[src/rtl/variable_step_controller.sv]
// variable_step_controller
// Holds the current value of every boolean, integer and discrete variable of
// the sampler. Per MCMC step it pulses the chooser, captures the chosen
// variable, presents its value to the proposal stage over valid/ready and
// writes the committed value back when the move is accepted.
//
// Optional feature: define VARIABLE_STEP_COUNTER_EN to build the 32-bit
// accepted-step counter on out_accept_count; otherwise the port reads 0.
module variable_step_controller #(
  parameter int NUM_BOOL    = 2,
  parameter int NUM_INT     = 3,
  parameter int NUM_DISC    = 2,
  parameter int VALUE_WIDTH = 16,
  parameter int INDEX_WIDTH = 8
) (
  input  logic                   in_clock,
  input  logic                   in_reset,
  input  logic                   in_start,
  output logic                   out_chooser_enable,
  input  logic [1:0]             in_choosen_type,
  input  logic [INDEX_WIDTH-1:0] in_choosen_index,
  output logic                   out_valid,
  input  logic                   in_ready,
  output logic [1:0]             out_type,
  output logic [INDEX_WIDTH-1:0] out_index,
  output logic [VALUE_WIDTH-1:0] out_value,
  input  logic                   in_commit_valid,
  input  logic                   in_commit_accept,
  input  logic [VALUE_WIDTH-1:0] in_commit_value,
  input  logic                   in_load_valid,
  input  logic [1:0]             in_load_type,
  input  logic [INDEX_WIDTH-1:0] in_load_index,
  input  logic [VALUE_WIDTH-1:0] in_load_value,
  output logic                   out_busy,
  output logic                   out_error,
  output logic [31:0]            out_accept_count
);

  localparam logic [2:0] S_IDLE    = 3'd0;
  localparam logic [2:0] S_CHOOSE  = 3'd1;
  localparam logic [2:0] S_CAPTURE = 3'd2;
  localparam logic [2:0] S_PRESENT = 3'd3;
  localparam logic [2:0] S_COMMIT  = 3'd4;

  localparam logic [1:0] T_BOOL = 2'd0;
  localparam logic [1:0] T_INT  = 2'd1;
  localparam logic [1:0] T_DISC = 2'd2;

  localparam logic [31:0] BOOL_LIM = 32'(NUM_BOOL);
  localparam logic [31:0] INT_LIM  = 32'(NUM_INT);
  localparam logic [31:0] DISC_LIM = 32'(NUM_DISC);

  logic [2:0] state;
  logic [2:0] next_state;

  // Variable storage; integers are two's complement, booleans live in bit 0.
  logic        [VALUE_WIDTH-1:0] bool_mem [NUM_BOOL];
  logic signed [VALUE_WIDTH-1:0] int_mem  [NUM_INT];
  logic        [VALUE_WIDTH-1:0] disc_mem [NUM_DISC];

  // Captured variable (stage 1) and presentation valid (stage 2).
  logic [1:0]             cap_type_p1;
  logic [INDEX_WIDTH-1:0] cap_index_p1;
  logic [VALUE_WIDTH-1:0] cap_value_p1;
  logic                   vld_p2;
  logic                   err_p1;

  logic [VALUE_WIDTH-1:0] rd_value;
  logic                   choice_ok;
  logic                   wr_en;
  logic [1:0]             wr_type;
  logic [INDEX_WIDTH-1:0] wr_index;
  logic [VALUE_WIDTH-1:0] wr_value;
  logic                   load_err;

  // True when (t, idx) names an existing variable; type 3 never does.
  function automatic logic target_ok(input logic [1:0] t,
                                     input logic [INDEX_WIDTH-1:0] idx);
    logic ok;
    ok = 1'b0;
    case (t)
      T_BOOL:  ok = (32'(idx) < BOOL_LIM);
      T_INT:   ok = (32'(idx) < INT_LIM);
      T_DISC:  ok = (32'(idx) < DISC_LIM);
      default: ok = 1'b0;
    endcase
    return ok;
  endfunction

  // Booleans keep only bit 0; integer and discrete values pass unchanged.
  function automatic logic [VALUE_WIDTH-1:0] fit_value(input logic [1:0] t,
                                                       input logic [VALUE_WIDTH-1:0] v);
    logic [VALUE_WIDTH-1:0] r;
    if (t == T_BOOL) begin
      r = {{(VALUE_WIDTH-1){1'b0}}, v[0]};
    end else begin
      r = v;
    end
    return r;
  endfunction

  assign choice_ok = target_ok(in_choosen_type, in_choosen_index);

  // Read mux: value of the variable currently named by the chooser.
  always_comb begin
    rd_value = '0;
    for (int i = 0; i < NUM_BOOL; i++) begin
      if (in_choosen_type == T_BOOL && 32'(in_choosen_index) == 32'(i)) rd_value = bool_mem[i];
    end
    for (int i = 0; i < NUM_INT; i++) begin
      if (in_choosen_type == T_INT && 32'(in_choosen_index) == 32'(i)) rd_value = int_mem[i];
    end
    for (int i = 0; i < NUM_DISC; i++) begin
      if (in_choosen_type == T_DISC && 32'(in_choosen_index) == 32'(i)) rd_value = disc_mem[i];
    end
  end

  // Single write port: initial-assignment loads in IDLE, accepted commits in COMMIT.
  always_comb begin
    wr_en    = 1'b0;
    wr_type  = cap_type_p1;
    wr_index = cap_index_p1;
    wr_value = in_commit_value;
    load_err = 1'b0;
    if (state == S_IDLE && in_load_valid) begin
      if (target_ok(in_load_type, in_load_index)) begin
        wr_en    = 1'b1;
        wr_type  = in_load_type;
        wr_index = in_load_index;
        wr_value = in_load_value;
      end else begin
        load_err = 1'b1;
      end
    end else if (state == S_COMMIT && in_commit_valid && in_commit_accept) begin
      wr_en = 1'b1;
    end
  end

  // Storage update; reset clears every variable.
  always_ff @(posedge in_clock or posedge in_reset) begin
    if (in_reset) begin
      for (int i = 0; i < NUM_BOOL; i++) bool_mem[i] <= '0;
      for (int i = 0; i < NUM_INT; i++)  int_mem[i]  <= '0;
      for (int i = 0; i < NUM_DISC; i++) disc_mem[i] <= '0;
    end else if (wr_en) begin
      for (int i = 0; i < NUM_BOOL; i++) begin
        if (wr_type == T_BOOL && 32'(wr_index) == 32'(i)) bool_mem[i] <= fit_value(wr_type, wr_value);
      end
      for (int i = 0; i < NUM_INT; i++) begin
        if (wr_type == T_INT && 32'(wr_index) == 32'(i)) int_mem[i] <= $signed(wr_value);
      end
      for (int i = 0; i < NUM_DISC; i++) begin
        if (wr_type == T_DISC && 32'(wr_index) == 32'(i)) disc_mem[i] <= wr_value;
      end
    end
  end

  // Step sequencing; a load in IDLE takes priority over start.
  always_comb begin
    next_state = state;
    case (state)
      S_IDLE:    if (!in_load_valid && in_start) next_state = S_CHOOSE;
      S_CHOOSE:  next_state = S_CAPTURE;
      S_CAPTURE: next_state = choice_ok ? S_PRESENT : S_CHOOSE;
      S_PRESENT: if (vld_p2 && in_ready) next_state = S_COMMIT;
      S_COMMIT:  if (in_commit_valid) next_state = S_IDLE;
      default:   next_state = S_IDLE;
    endcase
  end

  // State register; reset aborts any step in flight.
  always_ff @(posedge in_clock or posedge in_reset) begin
    if (in_reset) state <= S_IDLE;
    else          state <= next_state;
  end

  // Stage 1: capture the chooser output and the variable's current value.
  always_ff @(posedge in_clock or posedge in_reset) begin
    if (in_reset) begin
      cap_type_p1  <= '0;
      cap_index_p1 <= '0;
      cap_value_p1 <= '0;
    end else if (state == S_CAPTURE) begin
      cap_type_p1  <= in_choosen_type;
      cap_index_p1 <= in_choosen_index;
      cap_value_p1 <= rd_value;
    end
  end

  // Stage 2: presentation valid rises one cycle into PRESENT and clears on the handshake.
  always_ff @(posedge in_clock or posedge in_reset) begin
    if (in_reset) vld_p2 <= 1'b0;
    else          vld_p2 <= (state == S_PRESENT) && !(vld_p2 && in_ready);
  end

  // One-cycle error pulse for a bad load target or a bad chooser output.
  always_ff @(posedge in_clock or posedge in_reset) begin
    if (in_reset) err_p1 <= 1'b0;
    else          err_p1 <= load_err || (state == S_CAPTURE && !choice_ok);
  end

`ifdef VARIABLE_STEP_COUNTER_EN
  logic [31:0] accept_cnt;

  // Accepted-step counter, wraps naturally at 2^32.
  always_ff @(posedge in_clock or posedge in_reset) begin
    if (in_reset) accept_cnt <= '0;
    else if (state == S_COMMIT && in_commit_valid && in_commit_accept) accept_cnt <= accept_cnt + 32'd1;
  end

  assign out_accept_count = accept_cnt;
`else
  assign out_accept_count = '0;
`endif

  assign out_chooser_enable = (state == S_CHOOSE);
  assign out_valid          = vld_p2;
  assign out_type           = cap_type_p1;
  assign out_index          = cap_index_p1;
  assign out_value          = cap_value_p1;
  assign out_busy           = (state != S_IDLE);
  assign out_error          = err_p1;

endmodule

[config.mk]
export PLATFORM = sky130hd
export DESIGN_NAME = variable_step_controller
export DESIGN_NICKNAME = d
export VERILOG_FILES = /design/src/rtl/variable_step_controller.sv
export SDC_FILE = /design/constraint.sdc
export NUM_CORES = 1
export LEC_CHECK = 0
export CAP_MARGIN = 25
export CELL_PAD_IN_SITES_DETAIL_PLACEMENT = 0
export CELL_PAD_IN_SITES_GLOBAL_PLACEMENT = 1
export CORE_MARGIN = 4
export CORE_UTILIZATION = 42
export CTS_CLUSTER_DIAMETER = 100
export DETAILED_ROUTE_END_ITERATION = 8
export PLACE_DENSITY_LB_ADDON = 0.1
export SLEW_MARGIN = 20
export SYNTH_ARGS = -nofsm -noshare
export SYNTH_HDL_FRONTEND = slang
export SYNTH_SLANG_ARGS = --single-unit
export TNS_END_PERCENT = 5
[constraint.sdc]
create_clock -name in_clock -period 6.97 [get_ports in_clock]
set_clock_uncertainty 0.2 [all_clocks]
set_input_delay 1.394 -clock in_clock [delete_from_list [all_inputs] [get_ports in_clock]]
set_output_delay 1.394 -clock in_clock [all_outputs]
set_load 0.005 [all_outputs]
==> impl_results.md <==
* Post-synthesis compound-gate area fraction at 0.124
* Fin crit share at 0.669
* Clock tree sinks at 143
* Final nets at between 800 and 900
* Netlist Area Pre-Place at 0.00705 mm2
* Cell area power density at 283 mW/mm2
* Die Ht at 138 um
* Pleak at 4.03 nW
* Post-synth top area cell: dfrtp_1
* Met1 wire length at 8260 um
* Critical path type: in2reg
* Slew Limit Fails at 0
* Max Freq at between 200 and 250 MHz
* Row cnt at 47
* Status: finished, final reports clean
* Starting DRT DRC Count at 290
* Cts bufs inserted at 17
* Area contributors post-synth: dfrtp_1 51%, mux2_2 11%, nand2_1 5.5%
* Sequential fraction of the synthesis area at 0.508
* CP Capture Type: flip-flop
* Critical path launch point type: primary input
* Average vias per placed instance at about 5.3
* Post-CTS resize count at 0
* Synthesis Warnings at 0
* Routed Antenna Nets at 0
* Starting Density at 0.426
* Top FF cell, synth: dfrtp_1
* Slew headroom at 0.335
* Via Count at around 5200
* Die W at 138 um
* Worst Max-Slew Pin Slew at approximately 1.0 ns
* Final setup viols at 0
* CP required at a little over 7 ns
* Post-CTS setup buffers at 0
* Detailed Route WL at 18800 um
* Most common cell after layout, fill and taps aside: dfrtp_1
* DRC errors left at 0
* Top sig layer: met4
* Cts hold-fix bufs at 0
* Crit-path max FO at 18
* Post-synth ARST share at 1.00
* Setup TNS at 0 ns
* GR Overflow Total at 0
* Total GRT Usage at 0.202
* Synth Area in XOR/XNOR at 0
* DR pass1 iterations at 5
* PortBufs at 88
* Clock transition at path regs at 0.06 ns
* Count of mapped cells out of synthesis at 672
* Layout area overhead at 22.0%
* Met2 WL at roughly 9000 um
* Initial antenna violation count at 0
* Clk_lat worst skew at 0.42 ns
* Vias in the first global route at 5156
* Post-synthesis simple-gate area fraction at 0.160
* CTS tree: yes
* Core area at 0.0165 mm2
* Met3 wire len at 1140 um
* Synthesized-area fraction occupied by adder cells at 0
* First-pass GRT wire length at 28700 um
* VDD IR max at 182 uV
* Yosys reg bits at 143
* WL/cell at between 15 and 20 um
* Clk buf depth at 2
* Diode count at 0
* Final hold violations at 0
* Commonest non-fill, non-tap cells in the layout: 143 x dfrtp_1, 104 x nand2_1, 88 x clkdlybuf4s50_1, 69 x mux2_2, 47 x nor2_1
* RD Place Congestion at 0.827
* Number of synthesized flops with an enable pin at 0
* Tmin final at between 4 and 5 ns
* Worst min path class: reg2reg
* MaxCap Viol Count at 0
* Largest family of logic cells by synthesized area: simple AND/OR/NAND/NOR gates
* Fraction of layout cells with a size suffix above 1 at 0.188
* RSZ-0062 raised after global routing: false
* DP HPWL at roughly 12000 um
* Die area at 0.0189 mm2
* I/O Pins at 121
* Htree depth at 4
* WP data arrival at 4.77 ns
* Core Util, Final at 0.520
* Post-synth top area share at 0.508
* Multiplexer area fraction after synthesis at 0.141
* Syn_area_per_cell at approximately 10 um2
* Pin count of the biggest net entering global routing at 87
* Library cells used by synthesis at 53
* CTS root buffer: clkbuf_16
[synth_stat cells, types with 11 or more instances]
master / number
a21oi_1: 39
and2_1: 15
buf_2: 11
buf_4: 34
clkbuf_1: 25
dfrtp_1: 143
mux2_2: 69
nand2_1: 104
nor2_1: 47
nor2b_1: 22
o21ai_0: 23
o22ai_1: 22
[worst max-delay path, cell delays in order]
cell,delay [ns]
clkdlybuf4s50_1,0.41
nor4_2,0.53
o2111a_1,0.88
nor4bb_1,0.18
a21oi_1,0.24
nand4bb_1,0.53
buf_6,0.24
mux2_2,0.34
[per-stage QoR]
step,area [um2],cells,total power (W),setup WS [ns],hold WS (ns)
floorplan,7160,703,0.00132,1.54,0.248
global placement,7970,947,0.00150,1.64,0.262
detailed placement,7990,949,0.00152,1.73,0.267
CTS,8600,980,0.00245,2.17,0.283
global route,8600,980,0.00254,2.13,0.296
finish,8600,980,0.00243,2.31,0.279
[registers in the layout (all words and copies together) (netlist names), 2 cells and up]
register   count
out_value     16
bool_mem      32
out_type       2
disc_mem      32
int_mem       48
out_index      8
state          3
[layer usage]
layer / vias to the layer above / GRT usage
met5: - / 0
li1: 2431 / -
met2: 183 / 0.328
met3: 26 / 0.0373
met1: 2583 / 0.268
met4: 0 / 0.0809
[report_power, final]
| group | internal [W] | leakage (nW) | switching [W] |
|---|---|---|---|
| combinational | 0.000234 | 1.77 | 0.000225 |
| sequential | 0.000952 | 1.97 | 0.0000910 |
| clock | 0.000592 | 0.296 | 0.000340 |
| total | 0.00178 | 4.03 | 0.000656 |
[logic make-up (layout without fill, tap and decap cells)]
logic type,after synthesis,count (layout)
muxes,85,85
other,1,32
buffers and inverters,83,140
and+or+nand+nor,229,229
AOI/OAI and AO/OA,131,131
DFF,143,143
[cell type report]
type	instances	area, um2
fill	1467	7930
timing repair buffer	101	986
clock inverter	4	72.6
inverter	8	35.0
clock buffer	27	533
multi-input combinational	477	3120
sequential	143	3580
tap	220	275
[path summary, 6_finish.rpt]
path,slack [ns],cells past startpoint,end,from
min reg2reg,0.28,1,bool_mem[31],bool_mem[31]
min,0.28,1,bool_mem[31],bool_mem[31]
max reg2reg,3.22,7,disc_mem[5],state[2]
min in group asynchronous,1.32,2,bool_mem[26],in_reset
max in group asynchronous,4.01,3,int_mem[22],in_reset
max,2.31,8,disc_mem[5],in_load_index[7]
(Power assumes the default switching activity.)
